File: src/rtl/la_capture_ctrl.sv
// Logic-analyser trigger/capture controller: streams probe samples into a circular
// sample RAM through pre-trigger fill, masked level/edge trigger search and post-trigger capture.
module la_capture_ctrl #(
    parameter int WIDTH  = 8,
    parameter int ADDR_W = 10
) (
    input  logic              clk,
    input  logic              nreset,
    input  logic              sample_en,
    input  logic [WIDTH-1:0]  din,
    input  logic              arm,
    input  logic              abort,
    input  logic [WIDTH-1:0]  trig_mask,
    input  logic [WIDTH-1:0]  trig_value,
    input  logic [WIDTH-1:0]  trig_edge,
    input  logic [ADDR_W-1:0] pre_count,
    input  logic [ADDR_W-1:0] post_count,
    output logic              wr_en,
    output logic [ADDR_W-1:0] wr_addr,
    output logic [WIDTH-1:0]  wr_data,
    output logic [ADDR_W-1:0] trig_addr,
    output logic              busy,
    output logic              triggered,
    output logic              done,
    output logic [2:0]        state
);

    typedef enum logic [2:0] {
        S_IDLE = 3'd0,
        S_FILL = 3'd1,
        S_WAIT = 3'd2,
        S_POST = 3'd3,
        S_DONE = 3'd4
    } state_t;

    state_t              r_state;
    state_t              w_state_nxt;
    logic                w_arm_ok;
    logic                w_take;

    logic [ADDR_W-1:0]   r_ptr;
    logic [ADDR_W-1:0]   r_cnt;
    logic [ADDR_W:0]     w_cnt_inc;
    logic [WIDTH-1:0]    r_prev;
    logic                r_prev_valid;

    logic [WIDTH-1:0]    r_mask;
    logic [WIDTH-1:0]    r_value;
    logic [WIDTH-1:0]    r_edge;
    logic [ADDR_W-1:0]   r_pre;
    logic [ADDR_W-1:0]   r_post;

    logic                r_wr_en;
    logic [ADDR_W-1:0]   r_wr_addr;
    logic [WIDTH-1:0]    r_wr_data;
    logic [ADDR_W-1:0]   r_trig_addr;
    logic                r_busy;
    logic                r_triggered;
    logic                r_done;

    logic [WIDTH-1:0]    w_lvl_ok;
    logic [WIDTH-1:0]    w_edge_ok;
    logic [WIDTH-1:0]    w_bit_ok;
    logic                w_match;

    // Count compare is one bit wider so a full-range pre/post count cannot alias.
    assign w_cnt_inc = {1'b0, r_cnt} + {{ADDR_W{1'b0}}, 1'b1};

    // Edge bits need the previous sample at the inverted level and the current at the target level.
    assign w_lvl_ok  = ~(din ^ r_value);
    assign w_edge_ok = {WIDTH{r_prev_valid}} & (r_prev ^ r_value) & w_lvl_ok;
    assign w_bit_ok  = ~r_mask | (~r_edge & w_lvl_ok) | (r_edge & w_edge_ok);
    assign w_match   = &w_bit_ok;

    always_comb begin
        w_state_nxt = r_state;
        w_arm_ok    = 1'b0;
        w_take      = 1'b0;
        if (abort) begin
            w_state_nxt = S_IDLE;
        end else if (arm && (r_state == S_IDLE || r_state == S_DONE)) begin
            w_arm_ok    = 1'b1;
            w_state_nxt = (pre_count == '0) ? S_WAIT : S_FILL;
        end else if (sample_en) begin
            case (r_state)
                S_FILL: begin
                    w_take = 1'b1;
                    if (w_cnt_inc == {1'b0, r_pre}) begin
                        w_state_nxt = S_WAIT;
                    end
                end
                S_WAIT: begin
                    w_take = 1'b1;
                    if (w_match) begin
                        w_state_nxt = (r_post == '0) ? S_DONE : S_POST;
                    end
                end
                S_POST: begin
                    w_take = 1'b1;
                    if (w_cnt_inc == {1'b0, r_post}) begin
                        w_state_nxt = S_DONE;
                    end
                end
                default: begin
                    w_take = 1'b0;
                end
            endcase
        end
    end

    always_ff @(posedge clk or negedge nreset) begin
        if (!nreset) begin
            r_state      <= S_IDLE;
            r_ptr        <= '0;
            r_cnt        <= '0;
            r_prev       <= '0;
            r_prev_valid <= 1'b0;
            r_mask       <= '0;
            r_value      <= '0;
            r_edge       <= '0;
            r_pre        <= '0;
            r_post       <= '0;
            r_wr_en      <= 1'b0;
            r_wr_addr    <= '0;
            r_wr_data    <= '0;
            r_trig_addr  <= '0;
            r_busy       <= 1'b0;
            r_triggered  <= 1'b0;
            r_done       <= 1'b0;
        end else begin
            r_state <= w_state_nxt;
            r_busy  <= (w_state_nxt == S_FILL) || (w_state_nxt == S_WAIT) ||
                       (w_state_nxt == S_POST);
            r_done  <= (w_state_nxt == S_DONE);
            r_wr_en <= w_take;

            if (abort) begin
                r_triggered <= 1'b0;
            end

            if (w_arm_ok) begin
                r_mask       <= trig_mask;
                r_value      <= trig_value;
                r_edge       <= trig_edge;
                r_pre        <= pre_count;
                r_post       <= post_count;
                r_ptr        <= '0;
                r_cnt        <= '0;
                r_triggered  <= 1'b0;
                r_prev_valid <= 1'b0;
            end

            if (w_take) begin
                r_wr_addr    <= r_ptr;
                r_wr_data    <= din;
                r_ptr        <= r_ptr + {{(ADDR_W-1){1'b0}}, 1'b1};
                r_prev       <= din;
                r_prev_valid <= 1'b1;
                // Phase counters restart whenever this sample moves the FSM on.
                r_cnt        <= (w_state_nxt != r_state) ? '0 : w_cnt_inc[ADDR_W-1:0];
                if (r_state == S_WAIT && w_match) begin
                    r_trig_addr <= r_ptr;
                    r_triggered <= 1'b1;
                end
            end
        end
    end

    assign wr_en     = r_wr_en;
    assign wr_addr   = r_wr_addr;
    assign wr_data   = r_wr_data;
    assign trig_addr = r_trig_addr;
    assign busy      = r_busy;
    assign triggered = r_triggered;
    assign done      = r_done;
    assign state     = r_state;

endmodule

File: config.mk
export PLATFORM = sky130hd
export DESIGN_NAME = la_capture_ctrl
export DESIGN_NICKNAME = d
export VERILOG_FILES = /design/src/rtl/la_capture_ctrl.sv
export SDC_FILE = /design/constraint.sdc
export NUM_CORES = 1
export LEC_CHECK = 0
export BUFFER_PORTS_ARGS = -buffer_cell sky130_fd_sc_hd__buf_4
export CORE_MARGIN = 10
export CORE_UTILIZATION = 40
export DETAILED_ROUTE_END_ITERATION = 12
export PLACE_DENSITY_LB_ADDON = 0.12
export SLEW_MARGIN = 20
export SYNTH_ARGS = -nofsm -noshare
export SYNTH_HDL_FRONTEND = slang
export SYNTH_SLANG_ARGS = --single-unit
File: constraint.sdc
create_clock -name clk -period 3.7 [get_ports clk]
set_input_delay 0.74 -clock clk [delete_from_list [all_inputs] [get_ports clk]]
set_output_delay 0.74 -clock clk [all_outputs]
set_load 0.01 [all_outputs]
==> impl_metrics.sql <==
INSERT INTO impl_metrics (metric_group, metric, value, unit) VALUES
('floorplanning', 'core-area', '12160', 'µm²'),
('critical_path', 'crit_path_max_incr_delay', '0.48', 'ns'),
('synth', 'xor_xnor_fraction_of_synth_area', '0.05878', ''),
('pwr', 'power-per-cell-area', '486.8', 'nW/µm²'),
('synth', 'asyncSetResetFlopFracSynth', '1.000', ''),
('synth', 'synth_area_per_cell', '10.44', 'µm²'),
('finish', 'diodes', '0', ''),
('floorplanning', 'num_rows', '40', ''),
('sta', 'slew_at_the_pin_closest_to_its_max_slew_limit', '0.9145', 'ns'),
('critical_path', 'worstPathMaxFanout', '10', ''),
('synth', 'most_area_consuming_cells_after_synthesis', 'sky130_fd_sc_hd__dfrtp_1 (50%), sky130_fd_sc_hd__mux2_2 (12%), sky130_fd_sc_hd__nand2_1 (6.1%)', ''),
('clock_network', 'post_cts_resize_count', '0', ''),
('pwr', 'p_comb_frac', '0.211', ''),
('clock_network', 'postCtsHoldBufs', '0', ''),
('finish', 'post_route_cells_drive_above_1_share', '0.3112', ''),
('synth', 'netlist-cell-type-count', '59', ''),
('drt', 'routed_vias_inst', '5.293', ''),
('sta', 'final-hold-violation-count', '0', ''),
('floorplanning', 'start_util', '0.4131', ''),
('pwr', 'share_seq_of_total_power', '0.478', ''),
('synth', 'area_share_of_the_largest_cell_type_after_synthesis', '0.4981', ''),
('pwr', 'irDropWorstVdd', '0.2662', 'mV'),
('finish', 'area_growth_syn_to_layout', '22.62', '%'),
('pwr', 'power.internal', '2141', 'µW'),
('synth', 'ys_seq_elements', '100', ''),
('synth', 'synth_top_family_by_area', 'simple AND/OR/NAND/NOR gates', ''),
('min_path', 'min_path_type', 'flip-flop to flip-flop', ''),
('clock_network', 'tritoncts', 'yes', ''),
('sta', 'timing.final.max_slew_violations', '0', ''),
('sta', 'final.period_utilization', '0.9023', ''),
('critical_path', 'critical_path_endpoint_category', 'flip-flop', ''),
('synth', 'yosys.area.top_type', 'sky130_fd_sc_hd__dfrtp_1', ''),
('grt', 'grt_max_degree', '71', ''),
('synth', 'post_synth_instance_area', '5024', 'µm²'),
('place', 'post-place-ws', '0.3679', 'ns'),
('floorplanning', 'chip_width', '132.1', 'µm'),
('grt', 'gr-usage-all-layers', '0.1479', ''),
('critical_path', 'ff2ff_path_depth', '10', ''),
('floorplanning', 'die_height', '132.1', 'µm'),
('drt', 'number_of_vias_after_detailed_routing', '3917', ''),
('place', 'placedCellCount', '725', ''),
('place', 'final_wtd_congestion', '0.8481', ''),
('drt', 'detailedRoute.firstIterationViolations', '294', ''),
('grt', 'grt_antenna_before_repair', '0', ''),
('floorplanning', 'dieArea', '17440', 'µm²'),
('synth', 'yosys_warnings', '0', ''),
('run_status', 'outcome', 'finished clean', ''),
('synth', 'syn_inst', '481', ''),
('drt', 'routed_wl', '12.71', 'mm'),
('sta', 'setup_viol', '0', ''),
('finish', 'cell_count_final_fillers_out', '740', ''),
('finish', 'sequential_cell_area', '2502', 'µm²'),
('sta', 'grt_setup_unrepaired', 'no', ''),
('clock_network', 'count_of_buffers_added_by_post_cts_timing_repair_for_setup', '0', ''),
('pwr', 'p_total', '2998', 'µW'),
('critical_path', 'timing_worst_setup_path_type', 'flip-flop to flip-flop', ''),
('clock_network', 'clkSinkCount', '100', ''),
('grt', 'wire_length_of_the_first_global_routing_pass', '21.13', 'mm'),
('finish', 'multi_input_comb_area', '2365', 'µm²'),
('synth', 'adder_and_majority_cell_fraction_of_the_synthesized_area', '0.004981', ''),
('pwr', 'power.net_switching', '857.8', 'µW'),
('grt', 'first_global_vias', '4092', ''),
('critical_path', 'crit_chain', 'ha_1 > nand4_4 > or3_1 > a22oi_1 > or4b_1 > or2_4 > a2111oi_4 > buf_4 > nor2_4 > a221o_1', ''),
('finish', 'fillers', '1145', ''),
('synth', 'postSynth.topFlopCell', 'sky130_fd_sc_hd__dfrtp_1', ''),
('synth', 'compound_cell_area_share_of_the_yosys_netlist', '0.1193', ''),
('critical_path', 'timing.critical_path.slowest_stage_cell', 'sky130_fd_sc_hd__or4b_1', ''),
('clock_network', 'cts_made_buffers', '9', ''),
('pwr', 'p_sw_frac', '0.2861', ''),
('clock_network', 'cts.reportedPaths.clkPinSlew', '0.06', 'ns'),
('floorplanning', 'ioPinCount', '92', '');
## logic make-up after synthesis
family / Yosys count
multiplexers: 53
flip-flops: 100
buffers and inverters: 36
AO/OA/AOI/OAI: 88
XOR/XNOR: 32
AND/OR/NAND/NOR: 170
adder cells (fa/ha/maj): 2
## synthesized netlist by cell type (3+ instances only)
| library cell | count |
|---|---|
| sky130_fd_sc_hd__nand2b_1 | 3 |
| sky130_fd_sc_hd__mux2_2 | 52 |
| sky130_fd_sc_hd__o21ai_0 | 32 |
| sky130_fd_sc_hd__o21a_1 | 6 |
| sky130_fd_sc_hd__xor2_1 | 18 |
| sky130_fd_sc_hd__a221o_1 | 5 |
| sky130_fd_sc_hd__or3_1 | 4 |
| sky130_fd_sc_hd__nor3b_1 | 3 |
| sky130_fd_sc_hd__nand3_1 | 9 |
| sky130_fd_sc_hd__clkbuf_1 | 13 |
| sky130_fd_sc_hd__a22o_1 | 4 |
| sky130_fd_sc_hd__buf_1 | 3 |
| sky130_fd_sc_hd__o31ai_1 | 3 |
| sky130_fd_sc_hd__nor3_1 | 13 |
| sky130_fd_sc_hd__nor2_1 | 20 |
| sky130_fd_sc_hd__xnor2_1 | 13 |
| sky130_fd_sc_hd__or3b_2 | 4 |
| sky130_fd_sc_hd__buf_2 | 5 |
| sky130_fd_sc_hd__nand3b_1 | 5 |
| sky130_fd_sc_hd__and3_1 | 6 |
| sky130_fd_sc_hd__inv_1 | 11 |
| sky130_fd_sc_hd__and3b_1 | 3 |
| sky130_fd_sc_hd__nor4_1 | 7 |
| sky130_fd_sc_hd__dfrtp_1 | 100 |
| sky130_fd_sc_hd__a21oi_1 | 12 |
| sky130_fd_sc_hd__nand2_1 | 81 |
## final cells by class
| cell class | count | area share |
|---|---|---|
| tap | 168 | 0.03413 |
| clock inverter | 3 | 0.007516 |
| clock buffer | 12 | 0.03839 |
| sequential | 100 | 0.4063 |
| timing repair buffer | 101 | 0.1231 |
| inverter | 11 | 0.006703 |
| multi-input combinational | 345 | 0.3839 |
## per-layer routing
metal,vias up,part of all wire,track usage,wire length [µm]
met1,1914,0.46,0.1901,5865
li1,1884,-,-,-
met4,0,0.016,0.05501,204
met5,-,0,0,0
met2,103,0.46,0.2298,5833
met3,16,0.063,0.04306,806
## sequential cells by signal (all words and copies together), names as in the netlist
register / cells
wr_data: 8
trig_addr: 10
triggered: 1
r_post: 10
done: 1
wr_addr: 10
r_edge: 8
r_value: 8
r_prev_valid: 1
r_cnt: 10
state: 3
r_mask: 8
wr_en: 1
r_pre: 10
r_ptr: 10
busy: 1
## power groups by stage
stage	logic [µW]	registers [µW]	clock network (µW)
after global routing	708	1460	998
after global placement	629	1450	0
after CTS	643	1440	956
final	633	1430	932
after detailed placement	640	1450	0
after floorplan	400	1420	0
## layout by cell type (no fill, tap or decap), types with 3 or more instances in the layout
master                      Yosys  final
sky130_fd_sc_hd__nand2_1       81     81
sky130_fd_sc_hd__a21oi_1       12     12
sky130_fd_sc_hd__xor2_1        18     18
sky130_fd_sc_hd__nand2b_1       3      3
sky130_fd_sc_hd__nand3b_1       5      5
sky130_fd_sc_hd__or3b_2         4      4
sky130_fd_sc_hd__mux2_2        52     52
sky130_fd_sc_hd__o21ai_0       32     32
sky130_fd_sc_hd__clkbuf_1      13      3
sky130_fd_sc_hd__inv_1         11     11
sky130_fd_sc_hd__nor2_1        20     19
sky130_fd_sc_hd__clkbuf_16      0      9
sky130_fd_sc_hd__a221o_1        5      5
sky130_fd_sc_hd__xnor2_1       13     13
sky130_fd_sc_hd__dfrtp_1      100    100
sky130_fd_sc_hd__nor3b_1        3      3
sky130_fd_sc_hd__o31ai_1        3      3
sky130_fd_sc_hd__nor4_1         7      7
sky130_fd_sc_hd__and3_1         6      6
sky130_fd_sc_hd__o21a_1         6      6
sky130_fd_sc_hd__buf_4          2    101
sky130_fd_sc_hd__or3_1          4      4
sky130_fd_sc_hd__a22o_1         4      4
sky130_fd_sc_hd__and3b_1        3      3
sky130_fd_sc_hd__nor3_1        13     13
sky130_fd_sc_hd__nand3_1        9      9
## path summary, 6_finish.rpt
check / start / end / slack (ns)
max: r_cnt[0]$_DFFE_PN0P_ / r_cnt[9]$_DFFE_PN0P_ / 0.36
min: wr_addr[5]$_DFFE_PN0P_ / wr_addr[5]$_DFFE_PN0P_ / 0.47
max reg2reg: r_cnt[0]$_DFFE_PN0P_ / r_cnt[9]$_DFFE_PN0P_ / 0.36
min reg2reg: wr_addr[5]$_DFFE_PN0P_ / wr_addr[5]$_DFFE_PN0P_ / 0.47
max in group asynchronous: nreset / r_post[0]$_DFFE_PN0P_ / 2.43
min in group asynchronous: nreset / r_pre[8]$_DFFE_PN0P_ / 0.51
## worst max-delay path, delay by kind of cell (launching register included)
kind                     cells  cell delay, ns
AND/OR/NAND/NOR              5            1.44
AO/OA/AOI/OAI                3            0.84
flip-flops                   1            0.46
adder cells (fa/ha/maj)      1            0.25
buffers and inverters        1            0.23
## metrics by stage
stage / hold WS, ns / instance area (µm²) / utilization
6_report: 0.4724 / 6160 / 0.5065
5_1_grt: 0.5100 / 6160 / 0.5065
2_1_floorplan: 0.4444 / 5024 / -
3_3_place_gp: 0.4611 / 5877 / 0.4832
3_5_place_dp: 0.4640 / 5877 / 0.4832
4_1_cts: 0.4804 / 6160 / 0.5065
Power figures use the tool's default switching activity.
